`src/rtl/apb_master_gen_if.sv`:
```
// ----------------------------------------------------------------------------
// apb_master_gen_if
// Purpose : APB bus bundle between the apb_master_gen bridge and its slaves.
//           The master modport drives the request phase and reads back the
//           per-slave response vectors; the slave modport is the mirror view.
// Signals : PADDR   [31:0]            byte address of the current transfer
//           PWRITE                    1 = write, 0 = read
//           PENABLE                   high during the ACCESS phase
//           PWDATA  [31:0]            write data
//           PSEL    [NUM_SLAVES-1:0]  one-hot slave select
//           PRDATA  [32*NUM_SLAVES-1:0] read data, slave i in [32i+31:32i]
//           PREADY  [NUM_SLAVES-1:0]  per-slave transfer-done
//           PSLVERR [NUM_SLAVES-1:0]  per-slave error, valid with PREADY
// ----------------------------------------------------------------------------
interface apb_master_gen_if #(
    parameter int NUM_SLAVES = 4
) ();
    logic [31:0]              PADDR;
    logic                     PWRITE;
    logic                     PENABLE;
    logic [31:0]              PWDATA;
    logic [NUM_SLAVES-1:0]    PSEL;
    logic [32*NUM_SLAVES-1:0] PRDATA;
    logic [NUM_SLAVES-1:0]    PREADY;
    logic [NUM_SLAVES-1:0]    PSLVERR;

    modport master (
        output PADDR, PWRITE, PENABLE, PWDATA, PSEL,
        input  PRDATA, PREADY, PSLVERR
    );

    modport slave (
        input  PADDR, PWRITE, PENABLE, PWDATA, PSEL,
        output PRDATA, PREADY, PSLVERR
    );
endinterface

```
`src/rtl/apb_master_gen.sv`:
```
// ----------------------------------------------------------------------------
// apb_master_gen
// Purpose : Single-outstanding APB master. A one-cycle 'transfer' strobe in
//           IDLE launches a transfer to the slave whose 2^SLOT_SHIFT window
//           contains 'addr'. Addresses outside the decoded window are answered
//           locally with an error. A slave that never raises PREADY is
//           abandoned after TIMEOUT ACCESS cycles (0 = wait forever).
// Ports   : PCLK, PRESETn          clock, asynchronous active-low reset
//           transfer, write        request strobe and direction (1 = write)
//           addr, wdata [31:0]     request address and write data
//           ready                  one-cycle completion pulse
//           error                  qualifies ready (miss, timeout, PSLVERR)
//           rdata [31:0]           read data of the last completed read
//           apb                    APB bus, master modport
// ----------------------------------------------------------------------------
module apb_master_gen #(
    parameter int          NUM_SLAVES = 4,
    parameter logic [31:0] BASE_ADDR  = 32'h1000_0000,
    parameter int          SLOT_SHIFT = 12,
    parameter int          TIMEOUT    = 16
) (
    input  logic             PCLK,
    input  logic             PRESETn,
    input  logic             transfer,
    input  logic             write,
    input  logic [31:0]      addr,
    input  logic [31:0]      wdata,
    output logic             ready,
    output logic             error,
    output logic [31:0]      rdata,
    apb_master_gen_if.master apb
);

    localparam int          IDXW   = (NUM_SLAVES > 1) ? $clog2(NUM_SLAVES) : 1;
    localparam int          CNTW   = (TIMEOUT > 1) ? $clog2(TIMEOUT + 1) : 1;
    localparam logic [32:0] WINDOW = 33'(NUM_SLAVES) << SLOT_SHIFT;

    typedef enum logic [1:0] {
        IDLE,
        SETUP,
        ACCESS
    } state_t;

    state_t          state_q;
    state_t          state_d;
    logic [IDXW-1:0] sel_idx;
    logic [CNTW-1:0] wait_cnt;
    logic [31:0]     offset;
    logic            hit;
    logic [IDXW-1:0] req_idx;
    logic            accept;
    logic            done_ok;
    logic            done_abort;
    logic            timeout_hit;
    logic            sel_ready;
    logic            sel_err;
    logic [31:0]     sel_rdata;

    // Address decode. The window test works on the offset from BASE_ADDR so a
    // window ending exactly at 2^32 does not wrap; an address below the base
    // gives a huge offset and therefore misses as well.
    assign offset  = addr - BASE_ADDR;
    assign hit     = (addr >= BASE_ADDR) && ({1'b0, offset} < WINDOW);
    assign req_idx = IDXW'(offset >> SLOT_SHIFT);

    // Only the selected slave's response lanes are looked at; everything the
    // other slaves drive is ignored.
    assign sel_ready = apb.PREADY[sel_idx];
    assign sel_err   = apb.PSLVERR[sel_idx];
    assign sel_rdata = apb.PRDATA[{sel_idx, 5'd0} +: 32];

    // A PREADY on the same edge wins over the timeout because done_ok is
    // evaluated first in the next-state logic.
    assign timeout_hit = (TIMEOUT != 0) && (wait_cnt == CNTW'(TIMEOUT - 1));

    // State register; reset drops straight back to IDLE without any response.
    always_ff @(posedge PCLK or negedge PRESETn) begin
        if (!PRESETn) begin
            state_q <= IDLE;
        end else begin
            state_q <= state_d;
        end
    end

    // Next-state logic plus the one-cycle event strobes that steer the
    // datapath. A miss is accepted but never leaves IDLE, which is what lets
    // the local error answer come back one cycle after the request.
    always_comb begin
        state_d    = state_q;
        accept     = 1'b0;
        done_ok    = 1'b0;
        done_abort = 1'b0;
        case (state_q)
            IDLE: begin
                if (transfer) begin
                    accept = 1'b1;
                    if (hit) begin
                        state_d = SETUP;
                    end
                end
            end
            SETUP: begin
                state_d = ACCESS;
            end
            ACCESS: begin
                if (sel_ready) begin
                    done_ok = 1'b1;
                    state_d = IDLE;
                end else if (timeout_hit) begin
                    done_abort = 1'b1;
                    state_d    = IDLE;
                end
            end
            default: begin
                state_d = IDLE;
            end
        endcase
    end

    // Bus-side registers. Address, direction and data are captured at the
    // accepting edge and then left alone until the next accept, so they stay
    // stable for the whole transfer whatever the requester does meanwhile.
    always_ff @(posedge PCLK or negedge PRESETn) begin
        if (!PRESETn) begin
            apb.PADDR   <= '0;
            apb.PWRITE  <= 1'b0;
            apb.PWDATA  <= '0;
            apb.PSEL    <= '0;
            apb.PENABLE <= 1'b0;
            sel_idx     <= '0;
        end else begin
            if (accept) begin
                apb.PADDR  <= addr;
                apb.PWRITE <= write;
                apb.PWDATA <= wdata;
                if (hit) begin
                    apb.PSEL <= NUM_SLAVES'(1) << req_idx;
                    sel_idx  <= req_idx;
                end
            end
            if (state_q == SETUP) begin
                apb.PENABLE <= 1'b1;
            end
            if (done_ok || done_abort) begin
                apb.PSEL    <= '0;
                apb.PENABLE <= 1'b0;
            end
        end
    end

    // ACCESS-phase wait counter: restarted when SETUP hands over to ACCESS,
    // bumped on every ACCESS edge the selected slave is still busy.
    always_ff @(posedge PCLK or negedge PRESETn) begin
        if (!PRESETn) begin
            wait_cnt <= '0;
        end else if ((state_q == SETUP) || done_abort) begin
            wait_cnt <= '0;
        end else if ((state_q == ACCESS) && !sel_ready) begin
            wait_cnt <= wait_cnt + CNTW'(1);
        end
    end

    // Requester-side response. ready/error default low every cycle so each
    // event yields exactly one pulse. Misses and timeouts clear rdata, a
    // slave error on a read clears it, and writes leave it untouched.
    always_ff @(posedge PCLK or negedge PRESETn) begin
        if (!PRESETn) begin
            ready <= 1'b0;
            error <= 1'b0;
            rdata <= '0;
        end else begin
            ready <= 1'b0;
            error <= 1'b0;
            if (accept && !hit) begin
                ready <= 1'b1;
                error <= 1'b1;
                rdata <= '0;
            end
            if (done_ok) begin
                ready <= 1'b1;
                error <= sel_err;
                if (!apb.PWRITE) begin
                    rdata <= sel_err ? 32'd0 : sel_rdata;
                end
            end
            if (done_abort) begin
                ready <= 1'b1;
                error <= 1'b1;
                rdata <= '0;
            end
        end
    end

endmodule

```
`src/flat_wrapper.sv`:
```
// flat-port wrapper written by rule: the top's interface ports become plain ports
module apb_master_gen_flat 
#(
    parameter int          NUM_SLAVES = 4,
    parameter logic [31:0] BASE_ADDR  = 32'h1000_0000,
    parameter int          SLOT_SHIFT = 12,
    parameter int          TIMEOUT    = 16
)
  (PCLK, PRESETn, transfer, write, addr, wdata, ready, error, rdata, apb_PADDR, apb_PWRITE, apb_PENABLE, apb_PWDATA, apb_PSEL, apb_PRDATA, apb_PREADY, apb_PSLVERR);
  apb_master_gen_if #(.NUM_SLAVES(NUM_SLAVES)) apb_i ();
  input  logic PCLK;
  input  logic PRESETn;
  input  logic transfer;
  input  logic write;
  input  logic [31:0] addr;
  input  logic [31:0] wdata;
  output logic ready;
  output logic error;
  output logic [31:0] rdata;
  output wire logic [$bits(apb_i.PADDR)-1:0] apb_PADDR;
  output wire logic [$bits(apb_i.PWRITE)-1:0] apb_PWRITE;
  output wire logic [$bits(apb_i.PENABLE)-1:0] apb_PENABLE;
  output wire logic [$bits(apb_i.PWDATA)-1:0] apb_PWDATA;
  output wire logic [$bits(apb_i.PSEL)-1:0] apb_PSEL;
  input wire logic [$bits(apb_i.PRDATA)-1:0] apb_PRDATA;
  input wire logic [$bits(apb_i.PREADY)-1:0] apb_PREADY;
  input wire logic [$bits(apb_i.PSLVERR)-1:0] apb_PSLVERR;
  assign apb_PADDR = apb_i.PADDR;
  assign apb_PWRITE = apb_i.PWRITE;
  assign apb_PENABLE = apb_i.PENABLE;
  assign apb_PWDATA = apb_i.PWDATA;
  assign apb_PSEL = apb_i.PSEL;
  assign apb_i.PRDATA = apb_PRDATA;
  assign apb_i.PREADY = apb_PREADY;
  assign apb_i.PSLVERR = apb_PSLVERR;
  apb_master_gen #(.NUM_SLAVES(NUM_SLAVES), .BASE_ADDR(BASE_ADDR), .SLOT_SHIFT(SLOT_SHIFT), .TIMEOUT(TIMEOUT)) u_core (.PCLK(PCLK), .PRESETn(PRESETn), .transfer(transfer), .write(write), .addr(addr), .wdata(wdata), .ready(ready), .error(error), .rdata(rdata), .apb(apb_i));
endmodule
```
`config.mk`:
```
export PLATFORM = sky130hd
export DESIGN_NAME = apb_master_gen_flat
export DESIGN_NICKNAME = d
export VERILOG_FILES = /design/src/rtl/apb_master_gen_if.sv /design/src/rtl/apb_master_gen.sv /design/src/flat_wrapper.sv
export SDC_FILE = /design/constraint.sdc
export NUM_CORES = 1
export LEC_CHECK = 0
export CORE_MARGIN = 8
export CORE_UTILIZATION = 41
export CTS_CLUSTER_SIZE = 25
export DETAILED_ROUTE_END_ITERATION = 8
export PLACE_DENSITY = 0.86
export RECOVER_POWER = 100
export SLEW_MARGIN = 20
export SYNTH_ARGS = -nofsm -noshare
export SYNTH_HDL_FRONTEND = slang
export SYNTH_SLANG_ARGS = --single-unit
export TNS_END_PERCENT = 30
```
`constraint.sdc`:
```
create_clock -name PCLK -period 4.2 [get_ports PCLK]
set_clock_uncertainty 0.2 [all_clocks]
set_input_delay 0.42 -clock PCLK [delete_from_list [all_inputs] [get_ports PCLK]]
set_output_delay 0.42 -clock PCLK [all_outputs]
set_load 0.005 [all_outputs]
```
==> metrics.txt, run 1 <==
# TYPE chip_impl_metric gauge
chip_impl_info{name="run_status",value="finished with violations"} 1
chip_impl_info{name="failed_checks",value="capacitance limit, slew limit"} 1
chip_impl_metric{name="gp_routability_congestion",unit=""} 0.930
chip_impl_info{name="cts.root.buffer_cell",value="sky130_fd_sc_hd__clkbuf_16"} 1
chip_impl_metric{name="std_cell_rows",unit=""} 41
chip_impl_info{name="post_synth_most_frequent_cells",value="sky130_fd_sc_hd__dfrtp_1, sky130_fd_sc_hd__mux2_2, sky130_fd_sc_hd__mux4_2"} 1
chip_impl_metric{name="yosys_warnings",unit=""} 0
chip_impl_metric{name="hold_violations",unit=""} 0
chip_impl_metric{name="grt.total_usage",unit="%"} 23.1
chip_impl_metric{name="floorplan.die_area",unit="sq um"} 16600
chip_impl_metric{name="post-synth-top-area-fraction",unit="%"} 54.0
chip_impl_info{name="crit_chain",value="clkdlybuf4s50_1 > or4_1 > or4_1 > o21ai_2 > o211ai_1"} 1
chip_impl_info{name="hold_class",value="flip-flop to flip-flop"} 1
chip_impl_metric{name="max_slew_margin",unit="%"} -51.4
chip_impl_metric{name="syn-cell-area",unit="sq um"} 5230
chip_impl_metric{name="place.detailed.hpwl",unit="um"} 15100
chip_impl_metric{name="antenna_cells",unit=""} 0
chip_impl_metric{name="syn-num-nets",unit=""} 550
chip_impl_metric{name="global_route_wire_length_before_repair",unit="um"} 29200
chip_impl_metric{name="grt_start_max_net_pins",unit=""} 93
chip_impl_info{name="critPathMostFrequentCell",value="sky130_fd_sc_hd__or4_1"} 1
chip_impl_metric{name="power.density_cell_area",unit="nW/um^2"} 328
chip_impl_metric{name="synth_enable_flop_cells",unit=""} 0
chip_impl_metric{name="synth-seq-area-share",unit="%"} 54.0
chip_impl_metric{name="timing.hold.ws",unit="ns"} 0.292
chip_impl_metric{name="netlist-cell-type-count",unit=""} 35
chip_impl_info{name="end_kind",value="flip-flop"} 1
chip_impl_metric{name="postSynth.asyncResetShare",unit="%"} 100
chip_impl_metric{name="synthesis.area_per_instance",unit="sq um"} 15.2
chip_impl_info{name="timing.critical_path.from",value="addr[25]"} 1
chip_impl_metric{name="worst_setup_hold_path_clk_slew",unit="ns"} 0.05
chip_impl_metric{name="timing.fmax",unit="MHz"} 295
chip_impl_metric{name="worst-r2r-setup-slack",unit="ns"} 0.95
chip_impl_metric{name="final_routed_wirelength",unit="um"} 19400
chip_impl_info{name="tritoncts",value="done"} 1
chip_impl_metric{name="post_route_cells_drive_above_1_share",unit="%"} 21.1
chip_impl_metric{name="core_region",unit="sq um"} 12500
chip_impl_metric{name="critPathMaxFanout",unit=""} 34
chip_impl_metric{name="layout_min_cycle_time",unit="ns"} 3.40
chip_impl_metric{name="drt-initial-drc-count",unit=""} 246
chip_impl_metric{name="power_leakage",unit="nW"} 3.68
chip_impl_metric{name="max-cap-violations",unit=""} 1
chip_impl_info{name="post-synth-top-area-cell",value="sky130_fd_sc_hd__dfrtp_1"} 1
chip_impl_metric{name="first_global_vias",unit=""} 5090
chip_impl_metric{name="port-buffer-count",unit=""} 307
chip_impl_metric{name="die_width",unit="um"} 129
chip_impl_metric{name="start_util",unit="%"} 41.8
chip_impl_metric{name="cts-root-to-sink-buffers",unit=""} 2
chip_impl_info{name="synth_top_cells_by_area",value="sky130_fd_sc_hd__dfrtp_1, sky130_fd_sc_hd__mux4_2, sky130_fd_sc_hd__mux2_2"} 1
chip_impl_metric{name="route.detailed.wl_per_inst",unit="um"} 23.2
chip_impl_metric{name="setup_violations",unit=""} 0
chip_impl_metric{name="final.setup.tns",unit="ns"} 0
chip_impl_metric{name="antenna_found_initial",unit=""} 0
chip_impl_metric{name="routed_via_count",unit=""} 4592
chip_impl_metric{name="detail_route.drc_violations",unit=""} 0
chip_impl_metric{name="critical_path_arrival",unit="ns"} 3.40
chip_impl_metric{name="layout.cell_area.non_filler",unit="sq um"} 9000
chip_impl_info{name="timing.rr.end",value="u_core.apb.PWDATA[7]"} 1
chip_impl_metric{name="die_height",unit="um"} 129
chip_impl_metric{name="globalRoute.totalOverflow",unit=""} 0
chip_impl_info{name="grt_setup_unrepaired",value="false"} 1
chip_impl_info{name="path_class",value="primary input to flip-flop"} 1
chip_impl_metric{name="postRouteAntennaNets",unit=""} 0
chip_impl_info{name="critPathCapture",value="u_core.error"} 1
chip_impl_metric{name="via_per_inst",unit=""} 5.51
chip_impl_metric{name="top_level_ports",unit=""} 308
chip_impl_info{name="timing.critical_path.from_type",value="primary input"} 1
chip_impl_metric{name="clock-sinks",unit=""} 113
chip_impl_info{name="r2r_start",value="u_core.state_q[0]"} 1
chip_impl_info{name="yosys.cell_count.top_type",value="sky130_fd_sc_hd__dfrtp_1"} 1
chip_impl_metric{name="clk_latency",unit="ns"} 0.40
chip_impl_metric{name="synthesis.instances",unit=""} 344
chip_impl_metric{name="numCtsBuffers",unit=""} 17
chip_impl_metric{name="final_nets",unit=""} 857
chip_impl_metric{name="tightest_slew",unit="ns"} 2.27
chip_impl_metric{name="synth-seq-cells",unit=""} 113
chip_impl_metric{name="flow.area_growth_from_synthesis",unit="%"} 72.0
chip_impl_info{name="critical-path-slowest-cell",value="sky130_fd_sc_hd__o21ai_2"} 1
chip_impl_metric{name="cts_max_level",unit=""} 4
chip_impl_metric{name="critPathRequiredTime",unit="ns"} 4.20
chip_impl_metric{name="vdd.ir_drop.worst",unit="mV"} 0.266
chip_impl_metric{name="drt_first_pass_iters",unit=""} 4
chip_impl_info{name="ys.flop_type",value="sky130_fd_sc_hd__dfrtp_1"} 1
chip_impl_metric{name="number_of_pins_exceeding_their_max_slew_limit_in_the_final_report",unit=""} 93
chip_impl_metric{name="r2r.worst_path.cells",unit=""} 4
chip_impl_metric{name="postPlaceCellArea",unit="sq um"} 8470
chip_impl_metric{name="slowest_delay",unit="ns"} 1.12
chip_impl_metric{name="post-route-period-util",unit="%"} 80.8
worst min path at each step:
stage,endpoint,depth (start not counted),slack [ns],start
after floorplan,u_core.apb.PADDR[0],0,-0.08,PRESETn
after global placement,u_core.apb.PENABLE,2,0.29,u_core.apb.PENABLE
after detailed placement,u_core.apb.PENABLE,2,0.29,u_core.apb.PENABLE
after CTS,u_core.apb.PWDATA[31],1,0.09,PRESETn
after global routing,u_core.apb.PADDR[0],1,0.31,u_core.apb.PADDR[0]
final,u_core.apb.PENABLE,2,0.29,u_core.apb.PENABLE
power by group:
group / internal [mW] / total (mW) / switching [mW]
Combinational: 0.326 / 0.469 / 0.143
Sequential: 1.16 / 1.19 / 0.0327
Clock: 0.835 / 1.29 / 0.457
Total: 2.32 / 2.95 / 0.632
final cells by class:
| class | count | area, sq um |
|---|---|---|
| inverter | 3 | 11.3 |
| multi-input combinational | 202 | 2280 |
| clock buffer | 25 | 515 |
| tap | 172 | 215 |
| clock inverter | 5 | 27.5 |
| fill | 892 | 3520 |
| sequential | 113 | 2830 |
| timing repair buffer | 314 | 3120 |
layout by cell type, fill, tap and decap left out, types with 2 or more instances in the layout:
master / n
sky130_fd_sc_hd__a21oi_1: 7
sky130_fd_sc_hd__a22o_1: 3
sky130_fd_sc_hd__a32o_1: 33
sky130_fd_sc_hd__and3_1: 3
sky130_fd_sc_hd__buf_4: 4
sky130_fd_sc_hd__clkbuf_1: 2
sky130_fd_sc_hd__clkbuf_16: 17
sky130_fd_sc_hd__clkbuf_2: 3
sky130_fd_sc_hd__clkbuf_8: 6
sky130_fd_sc_hd__clkdlybuf4s50_1: 202
sky130_fd_sc_hd__clkinv_2: 4
sky130_fd_sc_hd__dfrtp_1: 112
sky130_fd_sc_hd__dlygate4sd3_1: 105
sky130_fd_sc_hd__ha_1: 2
sky130_fd_sc_hd__inv_1: 3
sky130_fd_sc_hd__mux2_2: 66
sky130_fd_sc_hd__mux4_2: 34
sky130_fd_sc_hd__nand2_1: 8
sky130_fd_sc_hd__nand3_1: 2
sky130_fd_sc_hd__nand3b_1: 2
sky130_fd_sc_hd__nand4b_1: 2
sky130_fd_sc_hd__nor2_1: 5
sky130_fd_sc_hd__nor4_1: 6
sky130_fd_sc_hd__o211ai_1: 2
sky130_fd_sc_hd__o21ai_0: 9
sky130_fd_sc_hd__or4_1: 3
state kept, by name, summed over array words and instances (netlist names):
name and cells:
u_core.apb.PWDATA 32, u_core.state_q 2, u_core.error 1, u_core.wait_cnt 5, u_core.rdata 32, u_core.ready 1
u_core.apb.PADDR 32, u_core.sel_idx 2, u_core.apb.PENABLE 1, u_core.apb.PSEL 4, u_core.apb.PWRITE 1
worst max-delay path: cells and delay by family:
family | cells | cell delay, ns
AND/OR/NAND/NOR | 2 | 1.18
buffers and inverters | 1 | 0.44
AO/OA/AOI/OAI | 2 | 1.35
cell families after synthesis:
kind of cell,share of synthesized area [%]
DFF,54.0
muxes,29.1
AOI/OAI and AO/OA,9.40
and+or+nand+nor,4.78
buffers and inverters,2.25
adders and majority gates,0.478
stage by stage:
step / std cells / setup WS, ns / util [%] / total power, mW
2_1_floorplan: 344 / 1.78 / - / 1.32
4_1_cts: 833 / 1.21 / 72.0 / 3.01
6_report: 834 / 0.805 / 71.9 / 2.95
5_1_grt: 834 / 0.618 / 71.9 / 3.06
3_5_place_dp: 803 / 0.782 / 67.6 / 1.70
3_3_place_gp: 803 / 0.895 / 67.6 / 1.69
what timing repair did:
item / CTS / global route
hold buffers: 0 / 1
hold endpoints to repair: 0 / 87
resized for setup: 0 / 0
endpoints found under the setup margin: 0 / 0
buffers inserted: 0 / 0
per-layer routing:
metal / routed length [um] / GRT usage, %
met1: 6920 / 24.6
met4: 438 / 8.85
met3: 1760 / 9.27
met5: 0 / 0
met2: 10200 / 40.4
Power figures use the tool's default switching activity.
==> inputs of run 2 (changes only) <==
- CORE_UTILIZATION: 41 -> 34
- PLACE_DENSITY: 0.86 -> 0.76
- clock period: 4.2 -> 2.7 ns (I/O delays scaled with it)
==> run 2 against run 1 <==
Against the previous run:
- the flow now finishes without violations
- sequential share of layout area fell by 0.39 points
- flip-flop and latch count did not move
- highest routed layer is now met5
- sequential power rose by 55%
- combinational power rose by 58%
- clock-buffer cell count fell by 5
- global-route usage fell by 4.0 points
- critical path type unchanged
- setup slack got worse by 0.52 ns
- via count fell by 2.1%
- hold slack got worse by 0.020 ns
- critical path depth did not move
- register-to-register slack got worse by 0.66 ns
- design area rose by 1.3%
==> metrics.txt, run 2 (synthesis results as in run 1) <==
# TYPE chip_impl_metric gauge
chip_impl_info{name="critical-path-slowest-cell",value="sky130_fd_sc_hd__or4_1"} 1
chip_impl_metric{name="port-buffer-count",unit=""} 307
chip_impl_metric{name="worst_setup_hold_path_clk_slew",unit="ns"} 0.05
chip_impl_metric{name="met1_usage",unit="%"} 20.8
chip_impl_metric{name="antenna_found_initial",unit=""} 1
chip_impl_metric{name="hold_violations",unit=""} 0
chip_impl_metric{name="power_leakage",unit="nW"} 3.73
chip_impl_metric{name="final_nets",unit=""} 868
chip_impl_metric{name="first_global_vias",unit=""} 5151
chip_impl_metric{name="max_slew_margin",unit="%"} 25.8
chip_impl_metric{name="multi_input_gate_area",unit="sq um"} 2290
chip_impl_metric{name="vdd.ir_drop.worst",unit="mV"} 0.421
chip_impl_metric{name="gp_routability_congestion",unit=""} 0.920
chip_impl_metric{name="global_route_wire_length_before_repair",unit="um"} 29200
chip_impl_metric{name="timing.critical_path.buf_inv",unit=""} 1
chip_impl_metric{name="clock-sinks",unit=""} 113
chip_impl_info{name="critPathMostFrequentCell",value="sky130_fd_sc_hd__or4_1"} 1
chip_impl_info{name="crit_chain",value="clkdlybuf4s50_1 > or4_4 > or4_1 > or4_1 > a21oi_1"} 1
chip_impl_metric{name="route.detailed.wl_per_inst",unit="um"} 21.8
chip_impl_metric{name="floorplan.die_area",unit="sq um"} 19600
chip_impl_info{name="timing.critical_path.from_type",value="primary input"} 1
chip_impl_metric{name="std_cell_rows",unit=""} 45
chip_impl_metric{name="final.setup.tns",unit="ns"} 0
chip_impl_metric{name="clk_latency",unit="ns"} 0.41
chip_impl_info{name="grt_setup_unrepaired",value="false"} 1
chip_impl_metric{name="fin_util",unit="%"} 60.2
chip_impl_metric{name="antenna_cells",unit=""} 0
chip_impl_metric{name="final_routed_wirelength",unit="um"} 18800
chip_impl_metric{name="numCtsBuffers",unit=""} 17
chip_impl_metric{name="via_per_inst",unit=""} 5.22
chip_impl_metric{name="cts_post_setup_buffers_inserted",unit=""} 0
chip_impl_info{name="tritoncts",value="done"} 1
chip_impl_metric{name="die_height",unit="um"} 140
chip_impl_metric{name="timing.fmax",unit="MHz"} 414
chip_impl_metric{name="use_met2",unit="%"} 33.9
chip_impl_info{name="path_class",value="primary input to flip-flop"} 1
chip_impl_metric{name="grt.total_usage",unit="%"} 19.1
chip_impl_metric{name="tightest_slew",unit="ns"} 1.11
chip_impl_metric{name="number_of_pins_exceeding_their_max_slew_limit_in_the_final_report",unit=""} 0
chip_impl_metric{name="drt-initial-drc-count",unit=""} 139
chip_impl_metric{name="slowest_delay",unit="ns"} 0.63
chip_impl_info{name="reg_top3",value="u_core.apb.PADDR: 32 flops, u_core.apb.PWDATA: 32 flops, u_core.rdata: 32 flops"} 1
chip_impl_info{name="critPathTopFamily",value="simple AND/OR/NAND/NOR gates"} 1
chip_impl_metric{name="critical_path_arrival",unit="ns"} 2.54
chip_impl_info{name="layout.cells.most_common",value="sky130_fd_sc_hd__clkdlybuf4s50_1"} 1
chip_impl_info{name="layout_common_cells",value="sky130_fd_sc_hd__clkdlybuf4s50_1, sky130_fd_sc_hd__dfrtp_1, sky130_fd_sc_hd__dlygate4sd3_1"} 1
chip_impl_metric{name="met3_usage",unit="%"} 7.24
chip_impl_info{name="top_usage_layer",value="met2"} 1
chip_impl_metric{name="place.detailed.hpwl",unit="um"} 15100
chip_impl_metric{name="core_region",unit="sq um"} 15100
chip_impl_metric{name="detail_route.drc_violations",unit=""} 0
chip_impl_metric{name="flow.area_growth_from_synthesis",unit="%"} 74.2
chip_impl_info{name="end_kind",value="flip-flop"} 1
chip_impl_metric{name="cts-root-to-sink-buffers",unit=""} 2
chip_impl_metric{name="post-route-period-util",unit="%"} 89.5
chip_impl_metric{name="fillerInstances",unit=""} 1182
chip_impl_metric{name="grt_start_max_net_pins",unit=""} 48
chip_impl_metric{name="die_width",unit="um"} 140
chip_impl_metric{name="layout_min_cycle_time",unit="ns"} 2.42
chip_impl_metric{name="critPathMaxFanout",unit=""} 7
chip_impl_metric{name="globalRoute.totalOverflow",unit=""} 0
chip_impl_metric{name="postRouteAntennaNets",unit=""} 0
chip_impl_metric{name="routed_via_count",unit=""} 4496
chip_impl_metric{name="top_level_ports",unit=""} 308
chip_impl_metric{name="power.density_cell_area",unit="nW/um^2"} 498
chip_impl_info{name="hold_class",value="primary input to flip-flop"} 1
chip_impl_metric{name="critPathRequiredTime",unit="ns"} 2.82
chip_impl_metric{name="seq_area",unit="sq um"} 2830
chip_impl_metric{name="cts_max_level",unit=""} 4
chip_impl_metric{name="setup_violations",unit=""} 0
chip_impl_metric{name="max-cap-violations",unit=""} 0
chip_impl_metric{name="post_route_cells_drive_above_1_share",unit="%"} 22.7
chip_impl_info{name="run_status",value="completed"} 1
chip_impl_metric{name="start_util",unit="%"} 34.5
chip_impl_info{name="cts.root.buffer_cell",value="sky130_fd_sc_hd__clkbuf_16"} 1
chip_impl_metric{name="drt_first_pass_iters",unit=""} 6
run 2: through the flow:
step           power, mW  instance area [sq um]  hold WS [ns]  std cells  setup WS (ns)
5_1_grt             4.72                   9110         0.272        861          0.157
3_3_place_gp        2.64                   8610        0.0923        830         -0.108
4_1_cts             4.65                   9140         0.203        861          0.309
3_5_place_dp        2.67                   8610         0.110        830         -0.123
6_report            4.54                   9110         0.272        861          0.284
2_1_floorplan       2.06                   5230        -0.226        344          0.354
run 2: path summary, 6_finish.rpt:
| check | from | endpoint | slack [ns] | cells past startpoint |
|---|---|---|---|---|
| worst min-delay path | wdata[27] | u_core.apb.PWDATA[27] | 0.27 | 2 |
| worst min register to register | u_core.apb.PWDATA[25] | u_core.apb.PWDATA[25] | 0.30 | 1 |
| worst max register to register | u_core.sel_idx[0] | u_core.rdata[30] | 0.29 | 5 |
| worst max-delay path | addr[25] | u_core.apb.PSEL[0] | 0.28 | 5 |
| max in group asynchronous | PRESETn | u_core.apb.PADDR[19] | 0.53 | 3 |
| min in group asynchronous | PRESETn | u_core.apb.PWDATA[18] | 0.41 | 2 |
run 2: routing by layer:
metal  share of wire [%]  up-vias
met5               0.069        -
li1                    -     2019
met3                 8.5       22
met4                 1.6        2
met2                  52      209
met1                  38     2244
run 2: timing repair:
item                       CTS  global route
hold buffers                 1             0
hold endpoints to repair    42             0
gates resized for setup      0             0
setup endpoints to repair    0             0
run 2: power breakdown:
| group | internal [mW] | total (mW) | switching, mW | leakage (nW) |
|---|---|---|---|---|
| sequential | 1.80 | 1.85 | 0.0496 | 1.42 |
| clock | 1.20 | 1.96 | 0.758 | 0.253 |
| combinational | 0.518 | 0.740 | 0.222 | 2.06 |
| total | 3.51 | 4.54 | 1.03 | 3.73 |
run 2: layout make-up:
cell class	count	share of cell area, %
inverters	3	0.124
flip-flops and latches	113	31.0
repair buffers	325	35.4
well taps	188	2.58
multi-input cells	202	25.1
clock buffers	20	5.01
clock inverters	10	0.714
